<file path="src/rtl/udma_tx_arb_pkg.sv">
// Shared types and data-alignment helper for the uDMA TX channel arbiter.
package udma_tx_arb_pkg;

  localparam int unsigned CH_ID_W = 3;

  typedef enum logic [1:0] {
    DS_BYTE = 2'd0,
    DS_HALF = 2'd1,
    DS_WORD = 2'd2
  } datasize_e;

  typedef struct packed {
    logic [CH_ID_W-1:0] ch_id;
    datasize_e          datasize;
    logic [1:0]         byte_off;
  } tag_t;

  typedef struct packed {
    logic [CH_ID_W-1:0] ch_id;
    logic [31:0]        data;
  } resp_t;

  // Encoding 3 is folded onto word so the enum never holds an undeclared value.
  function automatic datasize_e decode_ds(logic [1:0] raw);
    return (raw == 2'd3) ? DS_WORD : datasize_e'(raw);
  endfunction

  function automatic logic [31:0] align_data(logic [31:0] rdata, datasize_e ds, logic [1:0] off);
    logic [31:0] shifted;
    shifted = rdata >> {off, 3'b000};
    case (ds)
      DS_BYTE: return {24'h0, shifted[7:0]};
      DS_HALF: return {16'h0, shifted[15:0]};
      default: return shifted;
    endcase
  endfunction

endpackage

</file>
<file path="src/rtl/udma_sync_fifo.sv">
// Generic synchronous FIFO with full/empty flags; Depth must be a power of two.
module udma_sync_fifo #(
  parameter int unsigned Width = 8,
  parameter int unsigned Depth = 4
) (
  input  logic             sys_clk_i,
  input  logic             rst_i,
  input  logic             push_i,
  input  logic [Width-1:0] wdata_i,
  input  logic             pop_i,
  output logic [Width-1:0] rdata_o,
  output logic             full_o,
  output logic             empty_o
);

  localparam int unsigned PtrW = (Depth > 1) ? $clog2(Depth) : 1;
  localparam int unsigned CntW = $clog2(Depth + 1);

  logic [Width-1:0] mem_q [Depth];
  logic [PtrW-1:0]  wptr_q, rptr_q;
  logic [CntW-1:0]  cnt_q;
  logic             do_push, do_pop;

  assign full_o  = (cnt_q == CntW'(Depth));
  assign empty_o = (cnt_q == '0);
  assign do_push = push_i && !full_o;
  assign do_pop  = pop_i && !empty_o;
  assign rdata_o = mem_q[rptr_q];

  always_ff @(posedge sys_clk_i or posedge rst_i) begin
    if (rst_i) begin
      wptr_q <= '0;
      rptr_q <= '0;
      cnt_q  <= '0;
    end else begin
      if (do_push) wptr_q <= wptr_q + PtrW'(1);
      if (do_pop)  rptr_q <= rptr_q + PtrW'(1);
      case ({do_push, do_pop})
        2'b10:   cnt_q <= cnt_q + CntW'(1);
        2'b01:   cnt_q <= cnt_q - CntW'(1);
        default: cnt_q <= cnt_q;
      endcase
    end
  end

  always_ff @(posedge sys_clk_i) begin
    if (do_push) mem_q[wptr_q] <= wdata_i;
  end

  assert property (@(posedge sys_clk_i) disable iff (rst_i) !(push_i && full_o))
    else $error("udma_sync_fifo: push while full");
  assert property (@(posedge sys_clk_i) disable iff (rst_i) !(pop_i && empty_o))
    else $error("udma_sync_fifo: pop while empty");

endmodule

</file>
<file path="src/rtl/udma_tx_ch_arbiter.sv">
// Round-robin arbiter of N peripheral TX read channels onto one L2 read port,
// with in-order tag tracking and aligned, credit-limited response return.
module udma_tx_ch_arbiter
  import udma_tx_arb_pkg::*;
#(
  parameter int unsigned NUM_CH         = 4,
  parameter int unsigned L2_AWIDTH_NOAL = 12,
  parameter int unsigned DATA_WIDTH     = 32,
  parameter int unsigned OUTSTANDING    = 4
) (
  input  logic                               sys_clk_i,
  input  logic                               rst_i,
  input  logic [NUM_CH-1:0]                  ch_req_i,
  input  logic [NUM_CH*L2_AWIDTH_NOAL-1:0]   ch_addr_i,
  input  logic [NUM_CH*2-1:0]                ch_datasize_i,
  output logic [NUM_CH-1:0]                  ch_gnt_o,
  output logic [31:0]                        ch_data_o,
  output logic [NUM_CH-1:0]                  ch_valid_o,
  input  logic [NUM_CH-1:0]                  ch_ready_i,
  output logic                               l2_req_o,
  output logic [L2_AWIDTH_NOAL-1:0]          l2_addr_o,
  input  logic                               l2_gnt_i,
  input  logic [31:0]                        l2_rdata_i,
  input  logic                               l2_rvalid_i,
  output logic                               busy_o
);

  localparam int unsigned AW       = L2_AWIDTH_NOAL;
  localparam int unsigned CREDIT_W = $clog2(OUTSTANDING + 1);

  if (DATA_WIDTH != 32) begin : g_bad_width
    $error("udma_tx_ch_arbiter supports DATA_WIDTH == 32 only");
  end

  logic [CH_ID_W-1:0]  rr_q, rr_d;
  logic [CH_ID_W-1:0]  win_id, win_hi, win_lo;
  logic                found_hi, found_lo, win_valid;
  logic [AW-1:0]       win_addr;
  logic [1:0]          win_ds_raw;
  logic [CREDIT_W-1:0] credit_q, credit_d;
  logic                grant;

  tag_t  tag_in, tag_head;
  resp_t resp_in, resp_head;
  logic  tag_full, tag_empty, tag_pop;
  logic  resp_full, resp_empty, resp_push, resp_pop;

  // Two-pass priority search: first requester at/after rr_q, else first from 0.
  always_comb begin
    found_hi = 1'b0;
    found_lo = 1'b0;
    win_hi   = '0;
    win_lo   = '0;
    for (int j = 0; j < int'(NUM_CH); j++) begin
      if (ch_req_i[j]) begin
        if (!found_hi && (j >= int'(rr_q))) begin
          found_hi = 1'b1;
          win_hi   = CH_ID_W'(j);
        end
        if (!found_lo) begin
          found_lo = 1'b1;
          win_lo   = CH_ID_W'(j);
        end
      end
    end
    win_valid  = found_hi || found_lo;
    win_id     = found_hi ? win_hi : win_lo;
    win_addr   = '0;
    win_ds_raw = '0;
    for (int j = 0; j < int'(NUM_CH); j++) begin
      if (win_id == CH_ID_W'(j)) begin
        win_addr   = ch_addr_i[j*AW +: AW];
        win_ds_raw = ch_datasize_i[j*2 +: 2];
      end
    end
  end

  assign l2_req_o  = win_valid && (credit_q < CREDIT_W'(OUTSTANDING));
  assign l2_addr_o = l2_req_o ? {win_addr[AW-1:2], 2'b00} : '0;
  assign grant     = l2_req_o && l2_gnt_i;

  always_comb begin
    ch_gnt_o = '0;
    for (int j = 0; j < int'(NUM_CH); j++) begin
      ch_gnt_o[j] = grant && (win_id == CH_ID_W'(j));
    end
    rr_d = rr_q;
    if (grant) begin
      rr_d = (win_id == CH_ID_W'(NUM_CH - 1)) ? '0 : win_id + CH_ID_W'(1);
    end
  end

  assign tag_in  = '{ch_id: win_id, datasize: decode_ds(win_ds_raw), byte_off: win_addr[1:0]};
  assign tag_pop = l2_rvalid_i && !tag_empty;

  udma_sync_fifo #(
    .Width ($bits(tag_t)),
    .Depth (OUTSTANDING)
  ) u_tag_fifo (
    .sys_clk_i (sys_clk_i),
    .rst_i     (rst_i),
    .push_i    (grant),
    .wdata_i   (tag_in),
    .pop_i     (tag_pop),
    .rdata_o   (tag_head),
    .full_o    (tag_full),
    .empty_o   (tag_empty)
  );

  assign resp_push = tag_pop;
  assign resp_in   = '{ch_id: tag_head.ch_id,
                       data:  align_data(l2_rdata_i, tag_head.datasize, tag_head.byte_off)};

  udma_sync_fifo #(
    .Width ($bits(resp_t)),
    .Depth (OUTSTANDING)
  ) u_resp_fifo (
    .sys_clk_i (sys_clk_i),
    .rst_i     (rst_i),
    .push_i    (resp_push),
    .wdata_i   (resp_in),
    .pop_i     (resp_pop),
    .rdata_o   (resp_head),
    .full_o    (resp_full),
    .empty_o   (resp_empty)
  );

  // The response FIFO storage is the output register; only its head is exposed.
  always_comb begin
    ch_valid_o = '0;
    for (int j = 0; j < int'(NUM_CH); j++) begin
      ch_valid_o[j] = !resp_empty && (resp_head.ch_id == CH_ID_W'(j));
    end
  end

  assign ch_data_o = resp_empty ? '0 : resp_head.data;
  assign resp_pop  = |(ch_valid_o & ch_ready_i);

  always_comb begin
    credit_d = credit_q;
    case ({grant, resp_pop})
      2'b10:   credit_d = credit_q + CREDIT_W'(1);
      2'b01:   credit_d = credit_q - CREDIT_W'(1);
      default: credit_d = credit_q;
    endcase
  end

  always_ff @(posedge sys_clk_i or posedge rst_i) begin
    if (rst_i) begin
      rr_q     <= '0;
      credit_q <= '0;
    end else begin
      rr_q     <= rr_d;
      credit_q <= credit_d;
    end
  end

  assign busy_o = (credit_q != '0);

  assert property (@(posedge sys_clk_i) disable iff (rst_i) !(l2_rvalid_i && tag_empty))
    else $error("udma_tx_ch_arbiter: l2_rvalid_i with no read outstanding");
  assert property (@(posedge sys_clk_i) disable iff (rst_i)
                   !((grant && tag_full) || (resp_push && resp_full)))
    else $error("udma_tx_ch_arbiter: FIFO overflow");
  assert property (@(posedge sys_clk_i) disable iff (rst_i) credit_q <= CREDIT_W'(OUTSTANDING))
    else $error("udma_tx_ch_arbiter: credit out of range");

endmodule

</file>
<file path="config.mk">
export PLATFORM = sky130hd
export DESIGN_NAME = udma_tx_ch_arbiter
export DESIGN_NICKNAME = d
export VERILOG_FILES = /design/src/rtl/udma_tx_arb_pkg.sv /design/src/rtl/udma_sync_fifo.sv /design/src/rtl/udma_tx_ch_arbiter.sv
export SDC_FILE = /design/constraint.sdc
export NUM_CORES = 1
export LEC_CHECK = 0
export CAP_MARGIN = 20
export CELL_PAD_IN_SITES_DETAIL_PLACEMENT = 1
export CELL_PAD_IN_SITES_GLOBAL_PLACEMENT = 1
export CORE_MARGIN = 1
export CORE_UTILIZATION = 40
export DETAILED_ROUTE_END_ITERATION = 7
export MAX_ROUTING_LAYER = met4
export PLACE_DENSITY = 0.86
export SLEW_MARGIN = 0
export SYNTH_ARGS = -nofsm -noshare
export SYNTH_HDL_FRONTEND = slang
export SYNTH_SLANG_ARGS = --single-unit
export TNS_END_PERCENT = 30
</file>
<file path="constraint.sdc">
create_clock -name sys_clk_i -period 6.47 [get_ports sys_clk_i]
set_input_delay 1.941 -clock sys_clk_i [delete_from_list [all_inputs] [get_ports sys_clk_i]]
set_output_delay 1.941 -clock sys_clk_i [all_outputs]
set_load 0.03 [all_outputs]
</file>
# After elaboration in Yosys (flattened, before gate mapping)
# Memories as Yosys holds them, arrays and structs flattened.
# Cells that the tools add are included.
word_totals:
  regBits: 20
  mem_bits_rw: 168
  inputBits: 100
  output_inout_bits: 54
  wordCells: 125
  n_memories: 2
memory_table:
  columns: ["memory", "depth", "width", "rd", "rd_clocked_by_memory_dff", "wr", "line", "source"]
  rows:
  - ["u_resp_fifo.mem_q", 4, 35, 1, 0, 1, "udma_sync_fifo.sv:19", "logic [Width-1:0] mem_q [Depth];"]
  - ["u_tag_fifo.mem_q", 4, 7, 1, 0, 1, "udma_sync_fifo.sv:19", null]
classes:
  add_sub_neg: 11
  order_cmp: 5
  eq_ne: 16
  shift: 1
  n_mux: 45
  bitwise: 1
  n_reduce_logical: 36
ops:
  columns: ["op", "n"]
  rows:
  - ["case mux 32 bit (2 select lines)", 1]
  - ["two-way mux 12 bit", 5]
  - ["two-way mux 32 bit", 1]
  - [">> shifter 32 x 5 -> 32 bit", 1]
  - ["two-way mux 3 bit", 10]
  - ["two-way mux 1 bit", 20]
  - ["logical AND 1 bit", 18]
  - ["case mux 3 bit (2 select lines)", 3]
  - ["adder 3 x 1 -> 3 bit, second input constant", 4]
  - ["equality test 3 x 2 -> 1 bit, second input constant", 4]
  - ["logical NOT 3 bit", 4]
  - ["two-way mux 2 bit", 5]
  - ["subtractor 3 x 1 -> 3 bit, second input constant", 3]
  - ["adder 2 x 1 -> 2 bit, second input constant", 4]
  - ["equality test 2 x 1 -> 1 bit, second input constant", 4]
  - ["equality test 2 bit, second input constant", 4]
  - ["logical NOT 1 bit", 7]
  - ["equality test 3 x 1 -> 1 bit, second input constant", 2]
  - ["equality test 3 bit, second input constant", 2]
  - [">= comparator 1 x 3 -> 1 bit, first input constant", 2]
  - [">= comparator 2 x 3 -> 1 bit, first input constant", 2]
  - ["nonzero test 2 bit", 3]
  - ["bitwise AND 4 bit", 1]
  - ["OR reduction 4 bit", 1]
  - ["other kinds (4)", 4]

# Longest topological paths before layout
# Gate-level depths: netlist of run 1.
logic_depth:
  depth_word: 23
  mapped_depth: 13
  ltp_nobuf: 12

# By module
# From an unflattened synthesis of run 1, not the netlist that was laid out.
unflattened:
  hier_cells: 558
  area_unflattened_um2: 8714.6
by_module_without_submodules:
  columns: ["module", "instances", "cells_per_inst", "area_per_inst_um2", "seq_area_each_um2"]
  rows:
  - ["udma_sync_fifo at u_resp_fifo", 1, 221, 5535.3, 4379.2]
  - ["udma_tx_ch_arbiter", 1, 262, 1725.4, 125.1]
  - ["udma_sync_fifo at u_tag_fifo", 1, 75, 1453.9, 1016.0]

# Worst setup path before layout of run 1
# OpenSTA, ideal clock, no wires.
synth_timing:
  path_kind: "input to output"
  startpoint: "input ch_req_i[2]"
  endpoint: "output l2_addr_o[5]"
  arrival_time_ns: 4.005
  setup_slack_ns: 0.524
  stages: 13
  cell_sequence: "nand2b_1 -> a21oi_1 -> a21oi_1 -> o21ai_0 -> inv_1 -> ha_1 -> clkbuf_1 -> nor2b_1 -> clkbuf_1 -> a221oi_1 -> nor3_1 -> a21oi_1 -> nor2_1"
synth_lines:
  columns: ["element", "line", "source"]
  rows:
  - ["start, declared", "udma_tx_ch_arbiter.sv:13", "input logic [NUM_CH-1:0] ch_req_i,"]
  - ["end, declared", "udma_tx_ch_arbiter.sv:21", "output logic [L2_AWIDTH_NOAL-1:0] l2_addr_o,"]

==> summary.txt, run 1 <==
GRT
  • Total grt overflow: 0
  • Vias in the first global route: 6,015
  • Initial antenna violation count: 0
  • Pin count of the biggest net entering global routing: 38
  • GRT met3 Usage: 3.882%
  • Gr usage total: 21.34%
  • GRT busiest layer: met2
  • Grt met1 use: 24.34%
  • M2 GR Usage: 38.06%
  • First-pass GRT wire length: 33,300 µm

Synth
  • Post-synth EDFFs: 160
  • Dominant cell type by area after synthesis: edfxtp_1
  • Post-synthesis average cell area: 14.93 µm²
  • Cell area after synthesis: 0.008392 mm²
  • Synth warn: 0
  • Synth Flop Type: edfxtp_1
  • Synth Instances: 562
  • Cell with the most instances after synthesis: edfxtp_1
  • Synth top area cells: edfxtp_1 57%, mux4_2 10%, dfrtp_1 5.7%
  • Yosys reg bits: 179
  • Area share of the largest cell type after synthesis: 57.25%
  • Unique masters post-synth: 41
  • Async set-reset flop share out of synthesis: 10.61%
  • Synth cell count leaders: 160 x edfxtp_1, 48 x and2_1, 43 x nor2_1
  • Sequential area share after synthesis: 62.92%

Worst setup path
  • WP buf/inv: 4
  • Kind of critical path: primary input to output pin
  • Top Family by Delay on Critical Path: buffers and inverters
  • Worst EP arrival: 4.33 ns
  • CP max stage delay: 0.52 ns
  • Critical path cell sequence: clkdlybuf4s50_1, a21oi_1, o21a_1, o22a_2, inv_1, ha_2, nor2b_2, buf_4, a221oi_1, nor3_1, a21oi_1, nor2_1, buf_4
  • Critical Path Source Type: primary input
  • CP endpoint kind: output pin
  • Critical Path Fanout Max: 7
  • Critical Path Slowest Stage Cell: clkdlybuf4s50_1
  • Worst EP required: 4.53 ns

STA
  • Worst slew pin tran: 0.9112 ns
  • Part of the cycle the worst path needs: 96.95%
  • Worst slew margin: 39.25%
  • Final hold vios: 0
  • RSZ-0062 raised after global routing: no
  • Fin. max-slew vios: 0
  • Hold WS: 0.4833 ns
  • Max Clock Freq: 0.1594 GHz
  • TNS Setup: 0 ns
  • Final Critical Period: 6.272 ns
  • Layout Skew: 0.008208 ns
  • Final setup fails: 0

Power
  • Static Leak: 3.828 nW
  • Peak VDD IR: 0.0002275 V
  • Tot Pwr: 5.826 mW
  • Pwr dens: 544.4 mW/mm²

Route
  • DR vias/cell: 5.366
  • Residual DRC: 0
  • 1st-iter DRT viols: 284
  • Drt first pass iters: 4
  • Avg WL per Cell: 21.61 µm
  • Antenna Nets Post-Route: 0
  • DRT Wirelength: 21,550 µm
  • Via count: 5,350

Clock tree
  • Worst-path clk slew: 0.06 ns
  • CTS tree: built
  • Htree depth: 4
  • Root buf cell: clkbuf_16
  • CTS Hold Bufs: 0
  • Clock Sink Count: 179
  • Clock buffer depth: 2
  • CTS Buf Count: 17
  • Worst-skew pair later-pin latency: 0.43 ns

Placement
  • IO Port Bufs: 151
  • DP Wirelength: 14,650 µm
  • Placed Cells: 962
  • RD Place Congestion: 0.8800

Floorplan
  • Die width: 146.8 µm
  • Die height: 146.8 µm
  • IO Count: 154
  • Starting Density: 41.08%
  • Die area: 0.02156 mm²
  • # rows: 52
  • Placeable Area: 0.02043 mm²

Final layout
  • Final Non-Filler Cells: 997
  • P&R area growth vs syn: 27.54%
  • ANT cells: 0
  • Layout cell share with drive strength beyond 1: 15.13%
  • Number of nets in the layout: 832

Status
  • Outcome: finished clean

Min path
  • Type of the worst min-delay path: flop to flop

Job
  • Maxcap violations: 0
-- per-stage QoR --
| step | setup slack, ns | area (µm²) | util, % |
|---|---|---|---|
| after floorplan | 0.5239 | 8396 | - |
| after global placement | 0.2025 | 10120 | 49.55 |
| after detailed placement | -0.002847 | 10120 | 49.55 |
| after CTS | 0.04977 | 10670 | 52.21 |
| after global routing | 0.02442 | 10700 | 52.39 |
| final | 0.1976 | 10700 | 52.39 |
-- per-layer routing --
metal | up-vias | share of wire (%)
met2 | 227 | 54
met3 | 19 | 5.8
met1 | 2697 | 39
met4 | 0 | 1.3
met5 | - | 0
li1 | 2407 | -
-- cell families (layout without fill, tap and decap cells) --
family | after synthesis | count (layout) | synth area share, %
other | 1 | 2 | 0.04469
multiplexers | 72 | 72 | 14.52
AND/OR/NAND/NOR | 152 | 152 | 9.632
adder cells (fa/ha/maj) | 18 | 18 | 2.952
buffers and inverters | 56 | 220 | 3.101
XOR/XNOR | 14 | 14 | 1.461
flip-flops | 179 | 179 | 62.92
AO/OA/AOI/OAI | 70 | 70 | 5.368
-- state kept, by name, summed over array words and instances, names as in the netlist --
register,cells
credit_q,3
u_resp_fifo.mem_q,136
rr_q,2
u_tag_fifo.mem_q,24
u_resp_fifo.rptr_q,2
u_tag_fifo.cnt_q,3
u_tag_fifo.rptr_q,2
u_resp_fifo.wptr_q,2
u_resp_fifo.cnt_q,3
u_tag_fifo.wptr_q,2
-- final cells by class --
type | count | area [µm²]
Clock buffer | 17 | 425.4
Fill cell | 2021 | 9727
Clock inverter | 15 | 116.4
Inverter | 23 | 86.33
Sequential cell | 179 | 5281
Tap cell | 270 | 337.8
Timing Repair Buffer | 165 | 1584
Multi-Input combinational cell | 328 | 2872
-- where the power goes --
part	internal [mW]	switching [mW]	leakage (nW)
Combinational	1.22	1.71	1.88
Clock	0.524	0.419	0.265
Sequential	1.78	0.183	1.68
Total	3.52	2.31	3.83
-- repair_timing --
| action | in CTS | in global routing |
|---|---|---|
| hold endpoints to repair | 0 | 0 |
| buffers inserted | 0 | 2 |
| endpoints found under the setup margin | 4 | 10 |
| gates cloned | 0 | 1 |
| pin swaps | 0 | 1 |
| gates resized for setup | 1 | 9 |
-- cells in the final DEF (no fill, tap or decap), drive strengths merged, types with 8 or more instances in the layout --
cell	n
edfxtp	160
clkdlybuf4s50	137
and2	48
nor2	44
mux4	39
a21oi	37
mux2i	28
buf	27
inv	24
nor2b	19
dfrtp	19
clkbuf	17
ha	15
a221oi	13
nor3	12
nand2	12
clkinv	11
xnor2	9
a211oi	8
-- final timing paths --
path,start,end,slack (ns),cells after the start
setup reg to reg,u_resp_fifo.rptr_q[1]$_DFFE_PP0P_,credit_q[2]$_DFFE_PP0P_,3.25,12
hold / removal,credit_q[0]$_DFFE_PP0P_,credit_q[0]$_DFFE_PP0P_,0.48,1
max in group asynchronous,rst_i,u_resp_fifo.rptr_q[0]$_DFFE_PP0P_,3.97,2
min in group asynchronous,rst_i,credit_q[0]$_DFFE_PP0P_,1.96,2
hold reg to reg,credit_q[0]$_DFFE_PP0P_,credit_q[0]$_DFFE_PP0P_,0.48,1
setup / recovery,ch_req_i[1],l2_addr_o[5],0.20,13
Note: power is estimated with default switching activity, not from simulation.
==> run 2, diff against run 1 <==
--- a/config.mk
+++ b/config.mk
@@ -10,6 +10,7 @@
 export CELL_PAD_IN_SITES_GLOBAL_PLACEMENT = 1
 export CORE_MARGIN = 1
 export CORE_UTILIZATION = 40
+export CTS_CLUSTER_SIZE = 30
 export DETAILED_ROUTE_END_ITERATION = 7
 export MAX_ROUTING_LAYER = met4
 export PLACE_DENSITY = 0.86
==> constraint.sdc (replaced) <==
create_clock -name sys_clk_i -period 6.47 [get_ports sys_clk_i]
set_input_delay 0.9705 -clock sys_clk_i [delete_from_list [all_inputs] [get_ports sys_clk_i]]
set_output_delay 0.9705 -clock sys_clk_i [all_outputs]
set_load 0.03 [all_outputs]
==> run 2 against run 1 <==
Wire length is 4.7% lower. Highest routed layer unchanged. Hold slack better by 0.0036 ns. Largest cell class unchanged. Largest power group unchanged. Core utilization rose by 0.30 points. Critical path type unchanged. Critical path depth decreased by 2. Clock power grew 17%. Sequential share of layout area is 0.28 points lower. Sequential power is 2% lower. Critical endpoint unchanged. Setup slack better by 0.56 ns.
==> summary.txt, run 2 (synthesized netlist as in run 1, its figures left out) <==
Status
  • Outcome: finished clean

STA
  • TNS Setup: 0 ns (unchanged)
  • Final setup fails: 0 (unchanged)
  • Part of the cycle the worst path needs: 88.23% (-8.7 points)
  • Worst slew pin tran: 0.9248 ns (+0.01362 ns)
  • Worst slew margin: 38.34% (-0.91 points)
  • Layout Skew: 0.009312 ns (+0.001104 ns)
  • Final Critical Period: 5.708 ns (-0.5641 ns)
  • Final hold vios: 0 (unchanged)
  • RSZ-0062 raised after global routing: no
  • Max Clock Freq: 0.1752 GHz (+9.9%)
  • Fin. max-slew vios: 0 (unchanged)

Clock tree
  • Worst-skew pair later-pin latency: 0.43 ns (about the same)
  • CTS tree: built
  • Htree depth: 4 (unchanged)
  • Worst-path clk slew: 0.06 ns (about the same)
  • CTS Hold Bufs: 0 (unchanged)
  • Clock buffer depth: 2 (unchanged)
  • Setup bufs post-CTS: 0 (unchanged)
  • Root buf cell: clkbuf_16
  • Post-CTS Resized: 0 (-1)
  • Clock Sink Count: 179 (unchanged)
  • CTS Buf Count: 17 (unchanged)

Power
  • Pwr dens: 551.5 mW/mm² (+1.3%)
  • Peak VDD IR: 0.0002684 V (+18%)
  • Static Leak: 3.801 nW (-0.69%)

Worst setup path
  • Critical Path Fanout Max: 18 (+11)
  • R2r worst-path depth: 10 (-2)
  • Reg2reg end: u_tag_fifo.mem_q[0][2]$_DFFE_PP_
  • Critical Path Source: ch_req_i[0]
  • Kind of critical path: primary input to output pin
  • Worst EP arrival: 4.74 ns (+0.41 ns)
  • Launch point of the worst reg-to-reg path: rr_q[1]$_DFFE_PP0P_
  • CP endpoint kind: output pin
  • Worst EP required: 5.50 ns (+0.97 ns)
  • Reg2reg setup slack: 2.81 ns (-0.44 ns)
  • Critical Path Source Type: primary input

Final layout
  • Commonest non-fill, non-tap cells in the layout: 160 x edfxtp_1, 151 x clkdlybuf4s50_1, 48 x and2_1
  • Most common cell after layout, fill and taps aside: edfxtp_1
  • Most flop-heavy register: u_resp_fifo.mem_q
  • Layout fillers: 1,993 (-1.4%)
  • ANT cells: 0 (unchanged)
  • Regs by FF count: u_resp_fifo.mem_q x136, u_tag_fifo.mem_q x24
  • P&R area growth vs syn: 28.27%
  • Layout cell share with drive strength beyond 1: 11.67% (-3.5 points)
  • Largest register FFs: 136 (unchanged)
  • Final Non-Filler Cells: 990 (-0.70%)
  • Final Util: 52.69% (+0.30 points)
  • Number of nets in the layout: 825 (-0.84%)

GRT
  • Initial antenna violation count: 0 (unchanged)
  • Vias in the first global route: 5,825 (-3.2%)
  • Gr usage total: 20.51% (-0.83 points)
  • Total grt overflow: 0 (unchanged)
  • First-pass GRT wire length: 32,000 µm (-3.9%)
  • Pin count of the biggest net entering global routing: 38 (unchanged)

Min path
  • Type of the worst min-delay path: flop to flop
  • Hold_sp: credit_q[0]$_DFFE_PP0P_
  • Worst Hold End: credit_q[0]$_DFFE_PP0P_
  • Hold Path Stages: 1 (unchanged)

Floorplan
  • Starting Density: 41.08% (unchanged)
  • # rows: 52 (unchanged)
  • IO Count: 154 (unchanged)
  • Placeable Area: 0.02043 mm² (unchanged)
  • Die area: 0.02156 mm² (unchanged)
  • Die height: 146.8 µm (unchanged)
  • Die width: 146.8 µm (unchanged)

Placement
  • IO Port Bufs: 151 (unchanged)
  • RD Place Congestion: 0.8895 (+1.1%)
  • DP Wirelength: 14,160 µm (-3.4%)
  • Placed Cells: 958 (-0.42%)

Route
  • 1st-iter DRT viols: 274 (-3.5%)
  • Drt first pass iters: 4 (unchanged)
  • Antenna Nets Post-Route: 0 (unchanged)
  • DR vias/cell: 5.367 (about the same)
  • DRT Wirelength: 20,540 µm (-4.7%)
  • Avg WL per Cell: 20.75 µm (-4.0%)
  • Via count: 5,313 (-0.69%)
  • Residual DRC: 0 (unchanged)

Job
  • Maxcap violations: 0 (unchanged)
-- run 2: power breakdown --
group          leakage (nW)  internal (mW)  switching (mW)
clock network         0.303          0.683           0.420
registers              1.68           1.78           0.140
logic                  1.82           1.21            1.71
total                  3.80           3.67            2.27
-- run 2: routing by layer --
metal  global-route usage, %  routed length [µm]  part of all wire [%]  up-vias
li1                        -                   -                     -     2397
met1                   23.85                8304                    40     2650
met2                   35.47               10530                    51      239
met3                   3.447                1279                   6.2       27
met4                   7.917                 433                   2.1        0
met5                       -                   0                     0        -
-- run 2: how the worst max path moves through the flow --
stage,depth (start not counted),to,slack (ns)
6_report,11,l2_addr_o[5],0.76
4_1_cts,11,l2_addr_o[5],0.77
5_1_grt,11,l2_addr_o[7],0.49
3_5_place_dp,11,l2_addr_o[5],0.80
2_1_floorplan,13,l2_addr_o[5],2.46
3_3_place_gp,11,l2_addr_o[3],1.06
-- run 2: area by class of cell --
type,count,area [µm²],area share [%]
flip-flops and latches,179,5281,49.06
repair buffers,158,1564,14.53
well taps,270,337.8,3.138
inverters,23,86.33,0.8020
multi-input cells,328,2855,26.53
clock inverters,14,210.2,1.953
clock buffers,18,429.2,3.987
-- run 2: critical path, stage by stage --
cell and delay, ns:
clkdlybuf4s50_1 0.55, nand2_1 0.08, o21ai_0 0.39, inv_1 0.21, ha_1 0.47, nor2b_1 0.78
a221oi_1 0.19, nor3_1 0.21, a21oi_1 0.07, nor2_1 0.14, clkdlybuf4s50_1 0.68
-- run 2: metrics by stage --
step / setup WS, ns / instance area, µm² / power, mW / hold WS [ns]
finish: 0.7618 / 10760 / 5.936 / 0.4868
global route: 0.4919 / 10760 / 6.238 / 0.4980
CTS: 0.7695 / 10760 / 5.984 / 0.4877
detailed placement: 0.7953 / 10120 / 4.857 / 0.4776
global placement: 1.063 / 10120 / 4.678 / 0.4607
floorplan: 2.465 / 8396 / 3.871 / 0.4465
